## config.mk

```make
export PLATFORM = sky130hd
export DESIGN_NAME = led_step_ctrl
export DESIGN_NICKNAME = d
export VERILOG_FILES = /design/src/rtl/led_step_ctrl.sv
export SDC_FILE = /design/constraint.sdc
export NUM_CORES = 1
export LEC_CHECK = 0
export BUFFER_PORTS_ARGS = -buffer_cell sky130_fd_sc_hd__buf_2
export CELL_PAD_IN_SITES_DETAIL_PLACEMENT = 0
export CELL_PAD_IN_SITES_GLOBAL_PLACEMENT = 1
export CORE_ASPECT_RATIO = 1.4
export CORE_MARGIN = 1.5
export CORE_UTILIZATION = 43
export DETAILED_ROUTE_END_ITERATION = 7
export PLACE_DENSITY_LB_ADDON = 0.1
export SYNTH_ARGS = -nofsm -noshare
export SYNTH_HDL_FRONTEND = slang
export SYNTH_SLANG_ARGS = --single-unit
```

## constraint.sdc

```tcl
create_clock -name clk -period 2.8 [get_ports clk]
set_input_delay 0.56 -clock clk [delete_from_list [all_inputs] [get_ports clk]]
set_output_delay 0.56 -clock clk [all_outputs]
set_load 0.02 [all_outputs]
```

## src/rtl/led_step_ctrl.sv

```systemverilog
// led_step_ctrl: prescaled step sequencer driving an LED bar with WRAP/BOUNCE/SINGLE/FILL patterns.
// Optional macro LED_STEP_BLINK_EN blinks the frozen pattern while paused.
module led_step_ctrl #(
  parameter int NUM_LEDS = 10,
  parameter int PRE_DIV  = 10000,
  parameter int POS_W    = 4
) (
  input  logic                clk,
  input  logic                rst,
  input  logic                start,
  input  logic                stop,
  input  logic [1:0]          mode,
  input  logic                dir,
  input  logic [2:0]          speed,
  output logic [NUM_LEDS-1:0] LED,
  output logic [POS_W-1:0]    pos,
  output logic                busy,
  output logic                tick
);

  localparam int PRE_W = (PRE_DIV > 1) ? $clog2(PRE_DIV) : 1;
  localparam logic [PRE_W-1:0] PRE_LAST = PRE_W'(PRE_DIV - 1);
  localparam logic [POS_W-1:0] LAST     = POS_W'(NUM_LEDS - 1);

  typedef enum logic [1:0] {IDLE, RUN, PAUSE} state_e;
  typedef enum logic [1:0] {M_WRAP, M_BOUNCE, M_SINGLE, M_FILL} mode_e;

  state_e             state_q;
  mode_e              mode_q;
  logic               dir_q;
  logic               bdir_q;
  logic [2:0]         speed_q;
  logic [2:0]         step_cnt_q;
  logic [POS_W-1:0]   pos_q;
  logic [PRE_W-1:0]   pre_cnt_q;
  logic               tick_q;
  logic [POS_W-1:0]   step_pos_d;
  logic               step_bdir_d;
  logic               single_end;
  logic [NUM_LEDS-1:0] pattern;

  always_ff @(posedge clk) begin
    if (rst) begin
      pre_cnt_q <= '0;
      tick_q    <= 1'b0;
    end else begin
      tick_q    <= (pre_cnt_q == PRE_LAST);
      pre_cnt_q <= (pre_cnt_q == PRE_LAST) ? '0 : pre_cnt_q + 1'b1;
    end
  end

  // Position the next step would move to; BOUNCE turns around at an endpoint in the same step.
  always_comb begin
    step_pos_d  = pos_q;
    step_bdir_d = bdir_q;
    single_end  = 1'b0;
    if (mode_q == M_BOUNCE) begin
      if (!bdir_q) begin
        if (pos_q == LAST) begin
          step_bdir_d = 1'b1;
          step_pos_d  = pos_q - 1'b1;
        end else begin
          step_pos_d  = pos_q + 1'b1;
        end
      end else begin
        if (pos_q == '0) begin
          step_bdir_d = 1'b0;
          step_pos_d  = pos_q + 1'b1;
        end else begin
          step_pos_d  = pos_q - 1'b1;
        end
      end
    end else if (!dir_q) begin
      if (pos_q == LAST) begin
        step_pos_d = '0;
        single_end = (mode_q == M_SINGLE);
      end else begin
        step_pos_d = pos_q + 1'b1;
      end
    end else begin
      if (pos_q == '0) begin
        step_pos_d = LAST;
        single_end = (mode_q == M_SINGLE);
      end else begin
        step_pos_d = pos_q - 1'b1;
      end
    end
  end

  always_ff @(posedge clk) begin
    if (rst) begin
      state_q    <= IDLE;
      mode_q     <= M_WRAP;
      dir_q      <= 1'b0;
      bdir_q     <= 1'b0;
      speed_q    <= '0;
      step_cnt_q <= '0;
      pos_q      <= '0;
    end else begin
      case (state_q)
        IDLE: begin
          if (start && !stop) begin
            state_q    <= RUN;
            mode_q     <= mode_e'(mode);
            dir_q      <= dir;
            bdir_q     <= dir;
            speed_q    <= speed;
            step_cnt_q <= '0;
            pos_q      <= dir ? LAST : '0;
          end
        end
        RUN: begin
          // A stop landing on a step edge discards that step.
          if (stop) begin
            state_q <= PAUSE;
          end else if (tick_q) begin
            if (step_cnt_q == speed_q) begin
              step_cnt_q <= '0;
              if (single_end) begin
                state_q <= IDLE;
                pos_q   <= '0;
              end else begin
                pos_q   <= step_pos_d;
                bdir_q  <= step_bdir_d;
              end
            end else begin
              step_cnt_q <= step_cnt_q + 1'b1;
            end
          end
        end
        PAUSE: begin
          if (stop) begin
            state_q <= IDLE;
            pos_q   <= '0;
          end else if (start) begin
            state_q <= RUN;
          end
        end
        default: state_q <= IDLE;
      endcase
    end
  end

`ifdef LED_STEP_BLINK_EN
  logic       blink_q;
  logic [2:0] blink_cnt_q;

  // Blink phase restarts lit on every entry to PAUSE and toggles every 8 ticks there.
  always_ff @(posedge clk) begin
    if (rst) begin
      blink_q     <= 1'b1;
      blink_cnt_q <= '0;
    end else if (state_q != PAUSE) begin
      blink_q     <= 1'b1;
      blink_cnt_q <= '0;
    end else if (tick_q) begin
      blink_cnt_q <= blink_cnt_q + 1'b1;
      if (blink_cnt_q == 3'd7) begin
        blink_q <= ~blink_q;
      end
    end
  end
`endif

  always_comb begin
    pattern = '0;
    for (int i = 0; i < NUM_LEDS; i++) begin
      if (mode_q == M_FILL) begin
        pattern[i] = dir_q ? (i >= int'(pos_q)) : (i <= int'(pos_q));
      end else begin
        pattern[i] = (i == int'(pos_q));
      end
    end
  end

  always_comb begin
    LED = '0;
    if (state_q == RUN) begin
      LED = pattern;
    end else if (state_q == PAUSE) begin
`ifdef LED_STEP_BLINK_EN
      LED = pattern & {NUM_LEDS{blink_q}};
`else
      LED = pattern;
`endif
    end
  end

  assign pos  = pos_q;
  assign busy = (state_q != IDLE);
  assign tick = tick_q;

endmodule

```

==> results of run 1 <==
==> stage by stage <==
stage	setup slack [ps]	instance area, um2	hold slack (ps)	utilization, %	cells
3_5_place_dp	488	2280	445	47.5	342
3_3_place_gp	520	2280	433	47.5	342
2_1_floorplan	364	2120	418	-	261
4_1_cts	163	2370	456	49.3	350
6_report	182	2370	455	49.3	350
5_1_grt	4.62	2370	486	49.3	350
==> Yosys cell counts, types with 3 or more instances <==
master    number
nand2_1       13
nand4_1        5
xor2_1        13
dfxtp_1       31
nor2b_1        4
xnor2_1        6
mux2i_1        9
nand2b_1       4
nor3_1         4
o21ai_0        9
nand3b_1       4
nand3_1        9
ha_1          10
a21oi_1       23
nor2_1        44
buf_1          3
clkbuf_1       4
inv_1         12
==> routing by layer <==
metal	track usage, %	vias to the layer above	share of wire (%)
met2	33.2	45	50
li1	-	975	-
met1	23.5	876	45
met3	3.94	8	3.6
met4	9.49	0	1.9
met5	0	-	0
==> worst max path at each step <==
stage	to	cells past startpoint	slack, ps
after floorplan	LED[1]	9	360
after global placement	pos[1]	7	520
after CTS	LED[1]	8	160
after detailed placement	LED[1]	8	490
final	LED[1]	8	180
after global routing	LED[1]	8	5
==> logic make-up after synthesis <==
| kind of cell | Yosys count |
|---|---|
| fa+ha+maj | 10 |
| xor+xnor | 19 |
| buf+inv | 26 |
| compound gates | 56 |
| flops | 31 |
| mux | 12 |
| simple gates | 107 |
==> power groups by stage <==
| stage | clock network, W | registers [W] | logic (W) |
|---|---|---|---|
| after floorplan | 0 | 0.000495 | 0.000257 |
| after global placement | 0 | 0.000495 | 0.000337 |
| after detailed placement | 0 | 0.000496 | 0.000334 |
| after CTS | 0.000368 | 0.000485 | 0.000336 |
| after global routing | 0.000387 | 0.000490 | 0.000373 |
| final | 0.000352 | 0.000486 | 0.000336 |
==> registers in the layout, summed over array words and instances, names as in the netlist <==
register and flops:
pos 4, speed_q 3, tick 1, step_cnt_q 3, state_q 2, mode_q 2
dir_q 1, pre_cnt_q 14, bdir_q 1
==> cell type report <==
type	instances	area (um2)	share of cell area, %
clock buffers	5	68.8	2.90
clock inverters	3	20.0	0.844
inverters	13	48.8	2.06
multi-input cells	204	1370	57.8
flip-flops and latches	31	621	26.2
well taps	64	80.1	3.38
repair buffers	30	163	6.86
==> cell usage in the layout, fill, tap and decap left out, types with 5 or more instances in the layout <==
| cell type | instances |
|---|---|
| xor2_1 | 13 |
| nor2_1 | 44 |
| buf_4 | 5 |
| nand4_1 | 5 |
| buf_2 | 25 |
| nand3_1 | 9 |
| inv_1 | 12 |
| mux2i_1 | 9 |
| dfxtp_1 | 31 |
| clkbuf_8 | 5 |
| o21ai_0 | 9 |
| a21oi_1 | 23 |
| nand2_1 | 13 |
| ha_1 | 10 |
| xnor2_1 | 6 |
==> impl_metrics.ini, run 1 <==
[status]
outcome = finished clean

[placed_design]
numPortBuffers = 25
place.gp.congestion = 0.809
dp_hpwl_mm = 3.52

[sta]
rsz0062_at_grt = false
setup_viol_count_final = 0
fin_crit_ps = 2620
max-slew-margin-rel_pct = 45.2
worstMarginPinSlew_ps = 822
fin_setup_tns_ps = 0
max_freq_ghz = 0.382
finClkSkew_ps = 6.10
fin_crit_sh_pct = 93.5
hold_viol_final = 0
drv_slew = 0

[synth]
yosysTopAreaCell = dfxtp_1
synthSimpleGateAreaFrac_pct = 26.8
synth_top_area_share_pct = 29.3
synth_cells = 261
synth_edf_count = 0
synthMuxAreaShare_pct = 6.38
synth-xor-area-share_pct = 7.85
synth-compound-area-share_pct = 17.7
synthAdderAreaFrac_pct = 5.90
yosysWarnings = 0
syn-num-nets = 281
synth_seq_area_share_pct = 29.3
synth-main-ff-cell = dfxtp_1
synth.avg_cell_area_um2 = 8.12
synth_top_family_by_area = simple AND/OR/NAND/NOR gates
synthArstFlopShare_pct = 0
ys_types = 58
yosys_register_bits = 31
syn_area_mm2 = 0.00212
yosys-top-cells-area = dfxtp_1 (29%), nor2_1 (7.8%), ha_1 (5.9%)

[setup_path]
startpoint_type = flop
end_kind = output port
timing.critical_path.buf_inv = 2
critical_path_arrival_ps = 2060
crit_top_cell = nor2_1
r2r-end = pos[1]
crit_path_max_fanout = 10
required_ps = 2240
r2r_setup_slack_ps = 520
cp_top_family = simple AND/OR/NAND/NOR gates
path_class = flop to output port
max_stage_delay_ps = 460
critical_path.cell_chain = inv_1 -> ha_1 -> or3b_1 -> xnor2_1 -> nor2_1 -> a21oi_1 -> nor2_1 -> buf_2
cp_slowest_cell = or3b_1
rr_startpoint = pos[0]
ff2ff_path_depth = 7
crit_start = pos[0]

[power]
p_seq_share_pct = 41.4
switchingPower_w = 0.000409
combPwrFrac_pct = 28.6
swShare_pct = 34.9
internal_power_w = 0.000764
powerDensity_mw_per_mm2 = 495
leakage_nw = 0.958
vdd_drop_max_v = 0.000257
p_clk_share_pct = 30.0
total_power_w = 0.00117

[layout]
nets = 305
drive_gt1_share_pct = 16.8
diodes = 0
area_growth_pct = 11.9
nFillCells = 516

[clock_tree]
cts_resized = 0
clock_path_buffers = 2
clk_latency_ps = 280
clkSinkCount = 31
post_cts_buffers = 0
cts_made_buffers = 5
clk_pin_slew_ps = 70
cts_max_level = 2
ctsRootBufferMaster = clkbuf_8
cts_tree = yes
hold_buffers = 0

[grt]
antenna_found_initial = 0
overflow = 0
grt_max_degree = 28
grt_pass1_vias = 1811
grt_pass1_wl_mm = 8.43
track_usage_pct = 19.5

[floorplanning]
num_rows = 30
dieArea_mm2 = 0.00537
io_pins = 26
dieWidth_um = 62.3
core_mm2 = 0.00480
initial_core_util_pct = 44.1
die_h_um = 86.1

[drt]
vias = 1904
wire_per_inst_um = 13.9
drc = 0
drt_first_pass_iters = 4
routed_via_density = 5.44
drtAntennaViolNets = 0
drt_iter0_drc = 154
routed_wl_mm = 4.87

[hold_path]
min_to = pre_cnt_q[0]
hold_path_depth = 1
worstHoldStart = pre_cnt_q[0]
min_path_type = flop to flop

[flow_run]
cap_violations = 0
Note: power is estimated with default switching activity, not from simulation.
==> inputs of run 2 (changes only) <==
==> constraint.sdc (replaced) <==
create_clock -name clk -period 2.8 [get_ports clk]
set_input_delay 0.56 -clock clk [delete_from_list [all_inputs] [get_ports clk]]
set_output_delay 0.56 -clock clk [all_outputs]
set_load 0.01 [all_outputs]
==> run 2 against run 1 <==
- global-route usage decreased by 0.43 points
- clock skew up 4.5 ps
- utilization rose by 0.10 points
- clock power up 2%
- first-iteration DRC count fell by 30%
- cell count stayed put
- worst hold slack got worse by 5.2 ps
- setup slack gained 13 ps
- via count unchanged
- total power down 0.26%
- largest power group unchanged
==> impl_metrics.ini, run 2 (same netlist as run 1, synthesis figures left out) <==
[status]
outcome = finished clean

[placed_design]
numPortBuffers = 25
dp_hpwl_mm = 3.66
dp_cells = 342
place.gp.congestion = 0.752

[flow_run]
cap_violations = 0

[power]
internal_power_w = 0.000767
vdd_drop_max_v = 0.000292
leakage_nw = 0.962
p_clk_share_pct = 30.7
swShare_pct = 34.4
switchingPower_w = 0.000403
powerDensity_mw_per_mm2 = 493
combPwrFrac_pct = 27.6
p_seq_share_pct = 41.7

[layout]
layout_commonest_cell = nor2_1
nets = 305
final_cells = 350
drive_gt1_share_pct = 16.8
top_register = pre_cnt_q
area_growth_pct = 12.1
diodes = 0
layout_common_cells = nor2_1 (44), dfxtp_1 (31), buf_2 (25)
largest_reg_flops = 14
fin_util_pct = 49.5

[drt]
drc = 0
wire_per_inst_um = 14.2
routed_wl_mm = 4.96
routed_via_density = 5.44
drt_first_pass_iters = 4
vias = 1904
drt_iter0_drc = 108
drtAntennaViolNets = 0

[setup_path]
critical_path_arrival_ps = 2040
cp_slowest_cell = or3b_1
crit_path_max_fanout = 10
required_ps = 2240
crit_top_cell = nor2_1
end_kind = output port
path_class = flop to output port
startpoint_type = flop
critical_path.cell_chain = inv_1 -> ha_1 -> or3b_1 -> xnor2_1 -> nor2_1 -> a21oi_1 -> nor2_1 -> buf_2
ff2ff_path_depth = 7
max_stage_delay_ps = 460

[sta]
fin_crit_sh_pct = 93.0
rsz0062_at_grt = false
fin_setup_tns_ps = 0
max_freq_ghz = 0.384
drv_slew = 0
finClkSkew_ps = 10.6
setup_viol_count_final = 0
worstMarginPinSlew_ps = 645
fin_crit_ps = 2600
hold_viol_final = 0
max-slew-margin-rel_pct = 56.9

[clock_tree]
clock_path_buffers = 2
cts_max_level = 2
clk_latency_ps = 290
clk_pin_slew_ps = 80
clkSinkCount = 31
ctsRootBufferMaster = clkbuf_8
post_cts_buffers = 0
cts_made_buffers = 5
cts_resized = 0
cts_tree = yes
hold_buffers = 0

[grt]
grt_max_degree = 22
antenna_found_initial = 0
overflow = 0
grt_pass1_vias = 1745
track_usage_pct = 19.1
grt_pass1_wl_mm = 8.18

[floorplanning]
core_mm2 = 0.00480
dieWidth_um = 62.3
initial_core_util_pct = 44.1
dieArea_mm2 = 0.00537
num_rows = 30
io_pins = 26
die_h_um = 86.1

[hold_path]
hold_path_depth = 1
min_path_type = flop to flop
-- run 2: worst paths after layout --
| path | slack (ps) | startpoint | endpoint |
|---|---|---|---|
| worst max-delay path | 200 | pos[0] | LED[1] |
| worst min-delay path | 450 | pre_cnt_q[0] | pre_cnt_q[0] |
| worst max register to register | 560 | pos[0] | pos[1] |
| worst min register to register | 450 | pre_cnt_q[0] | pre_cnt_q[0] |
-- run 2: layout make-up --
class                      count  area [um2]
clock buffer                   5        68.8
tap                           64        80.1
timing repair buffer          30         163
multi-input combinational    204        1370
sequential                    31         621
inverter                      13        48.8
clock inverter                 3        25.0
fill                         525        2430
-- run 2: worst max-delay path: cells and delay by family, from the launching register on --
family          cells  cell delay, ps
simple gates        3             650
fa+ha+maj           1             360
flops               1             310
buf+inv             2             250
xor+xnor            1             150
compound gates      1              50
-- run 2: layer usage --
| metal | wire, um | global-route usage, % |
|---|---|---|
| met5 | 0 | 0 |
| met4 | 86 | 7.88 |
| met3 | 101 | 3.15 |
| met2 | 2550 | 35.3 |
| met1 | 2220 | 21.7 |
-- run 2: power by group through the flow --
stage	combinational [W]	sequential [W]	clock, W
floorplan	0.000250	0.000491	0
global placement	0.000323	0.000498	0
detailed placement	0.000322	0.000498	0
CTS	0.000323	0.000488	0.000373
global route	0.000359	0.000492	0.000388
finish	0.000323	0.000488	0.000360
-- run 2: stage by stage --
step,area (um2),power (W),setup WS (ps),hold slack [ps]
2_1_floorplan,2120,0.000742,539,418
3_3_place_gp,2280,0.000820,527,431
3_5_place_dp,2280,0.000820,495,442
4_1_cts,2380,0.00118,176,456
5_1_grt,2380,0.00124,44.0,497
6_report,2380,0.00117,195,450
==> inputs of run 3 (changes only) <==
--- a/config.mk
+++ b/config.mk
@@ -10,7 +10,7 @@
 export CELL_PAD_IN_SITES_GLOBAL_PLACEMENT = 1
 export CORE_ASPECT_RATIO = 1.4
 export CORE_MARGIN = 1.5
-export CORE_UTILIZATION = 43
+export CORE_UTILIZATION = 39
 export DETAILED_ROUTE_END_ITERATION = 7
 export PLACE_DENSITY_LB_ADDON = 0.1
 export SYNTH_ARGS = -nofsm -noshare
==> constraint.sdc (replaced) <==
create_clock -name clk -period 2.3 [get_ports clk]
set_input_delay 0.46 -clock clk [delete_from_list [all_inputs] [get_ports clk]]
set_output_delay 0.46 -clock clk [all_outputs]
set_load 0.01 [all_outputs]
==> run 3 against run 2 <==
- global-route usage is 1.1 points lower
- critical path depth stayed put
- first-iteration DRC count is 44% lower
- sequential power is 21% higher
- sequential share of layout area is 1.5 points lower
- largest cell class unchanged
- largest power group unchanged
- utilization is 0.87 points lower
- final area is 6.3% higher
- cell count is 3.4% higher
- combinational power is 36% higher
- routed wire length is 0.77% higher
- die area is 9.8% higher
- setup slack worse by 92 ps
==> impl_metrics.ini, run 3 (same netlist as run 1, synthesis figures left out) <==
[status]
outcome = finished clean

[layout]
area_growth_pct = 19.1
largest_reg_flops = 14
layout_commonest_cell = nor2_1
drive_gt1_share_pct = 22.6
stdcell_area_mm2 = 0.00252
diodes = 0
nets = 315
top_register = pre_cnt_q
layout_common_cells = nor2_1 (43), dfxtp_1 (30), buf_2 (25)

[setup_path]
crit_top_cell = nor2_1
timing.critical_path.buf_inv = 2
critical_path.cell_chain = inv_2 -> ha_4 -> or3b_4 -> xnor2_1 -> nor2_1 -> a21oi_1 -> nor2_1 -> buf_2
startpoint_type = flop
rr_startpoint = state_q[1]
required_ps = 1840
cp_slowest_cell = or3b_4
crit_path_max_fanout = 3
path_class = flop to output port
end_kind = output port
max_stage_delay_ps = 390
critical_path_arrival_ps = 1740
crit_start = pos[1]
cp_top_family = simple AND/OR/NAND/NOR gates

[grt]
use_met2_pct = 29.9
gr-usage-met3_pct = 2.63
grt_pass1_wl_mm = 8.56
met1_usage_pct = 23.4
track_usage_pct = 18.0
antenna_found_initial = 0
grt_max_degree = 22
overflow = 0
gr-max-usage-layer = met2
grt_pass1_vias = 1796

[drt]
wire_per_inst_um = 13.8
drc = 0
vias = 1895
routed_wl_mm = 4.99
routed_via_density = 5.23
drtAntennaViolNets = 0
drt_first_pass_iters = 4
drt_iter0_drc = 61

[placed_design]
numPortBuffers = 25
dp_hpwl_mm = 3.69
place_area_mm2 = 0.00233
place.gp.congestion = 0.744

[power]
leakage_nw = 1.03
powerDensity_mw_per_mm2 = 626
vdd_drop_max_v = 0.000458

[floorplanning]
initial_core_util_pct = 40.8
num_rows = 31
core_mm2 = 0.00520
dieWidth_um = 65.3
die_h_um = 90.2
io_pins = 26
dieArea_mm2 = 0.00589

[sta]
finClkSkew_ps = 8.75
fin_crit_ps = 2200
max_freq_ghz = 0.455
setup_viol_count_final = 0
max-slew-margin-rel_pct = 65.7
worstMarginPinSlew_ps = 511
rsz0062_at_grt = true
fin_crit_sh_pct = 95.5
drv_slew = 0
hold_viol_final = 0
holdWs_ps = 413

[clock_tree]
cts_tree = yes
cts_made_buffers = 5
hold_buffers = 0
clock_path_buffers = 2
ctsRootBufferMaster = clkbuf_8
cts_max_level = 2
clk_pin_slew_ps = 70
clkSinkCount = 31
clk_latency_ps = 280

[hold_path]
worstHoldStart = speed[0]
min_path_type = primary input to flop

[flow_run]
cap_violations = 0
==> run 3: changes by cell type in the layout (fill, tap and decap cells not counted), sizes merged <==
cell      before  now
buf           30   40
bufinv         0    1
clkbuf         5    6
clkinv         3    2
clkinvlp       1    0
==> run 3: tightest hold or removal path: stages <==
cell	delay [ps]
buf_2	70
mux2i_1	50
nor2_1	70
==> run 3: area by class of cell <==
class                   instances  area, um2
clock inverters                 2       35.0
well taps                      66       82.6
flip-flops and latches         31        622
repair buffers                 40        241
clock buffers                   6       82.6
inverters                      13       48.8
fillers                       556       2670
multi-input cells             204       1410
==> run 3: per-layer routing <==
| metal | vias to the layer above | wire, um |
|---|---|---|
| met4 | 0 | 97 |
| met1 | 863 | 2340 |
| li1 | 996 | - |
| met3 | 8 | 116 |
| met2 | 28 | 2440 |
| met5 | - | 0 |
==> run 3: worst paths after layout <==
check,to,slack [ps],cells past startpoint
max,LED[1],100,8
min,speed_q[0],410,3
max reg2reg,step_cnt_q[2],240,8
min reg2reg,pre_cnt_q[0],450,1
==> run 3: repair_timing <==
item                       4_1_cts  5_1_grt
pin swaps                        0        2
setup endpoints to repair        6        9
setup buffers                    0        4
gates resized for setup          5        8
==> run 3: report_power, final <==
part / switching [W] / leakage (nW) / internal [W] / total [W]
Sequential: 0.0000289 / 0.252 / 0.000561 / 0.000590
Combinational: 0.000248 / 0.714 / 0.000190 / 0.000438
Clock: 0.000202 / 0.0612 / 0.000350 / 0.000552
Total: 0.000479 / 1.03 / 0.00110 / 0.00158
==> run 3: through the flow <==
step	instances	setup TNS [ps]	util, %	power [W]	setup slack, ps
3_5_place_dp	350	0	44.8	0.00100	182
5_1_grt	362	-9.34	48.6	0.00168	-9.34
4_1_cts	358	0	47.4	0.00158	19.2
3_3_place_gp	350	0	44.8	0.00100	224
2_1_floorplan	261	0	-	0.000903	139
6_report	362	0	48.6	0.00158	103
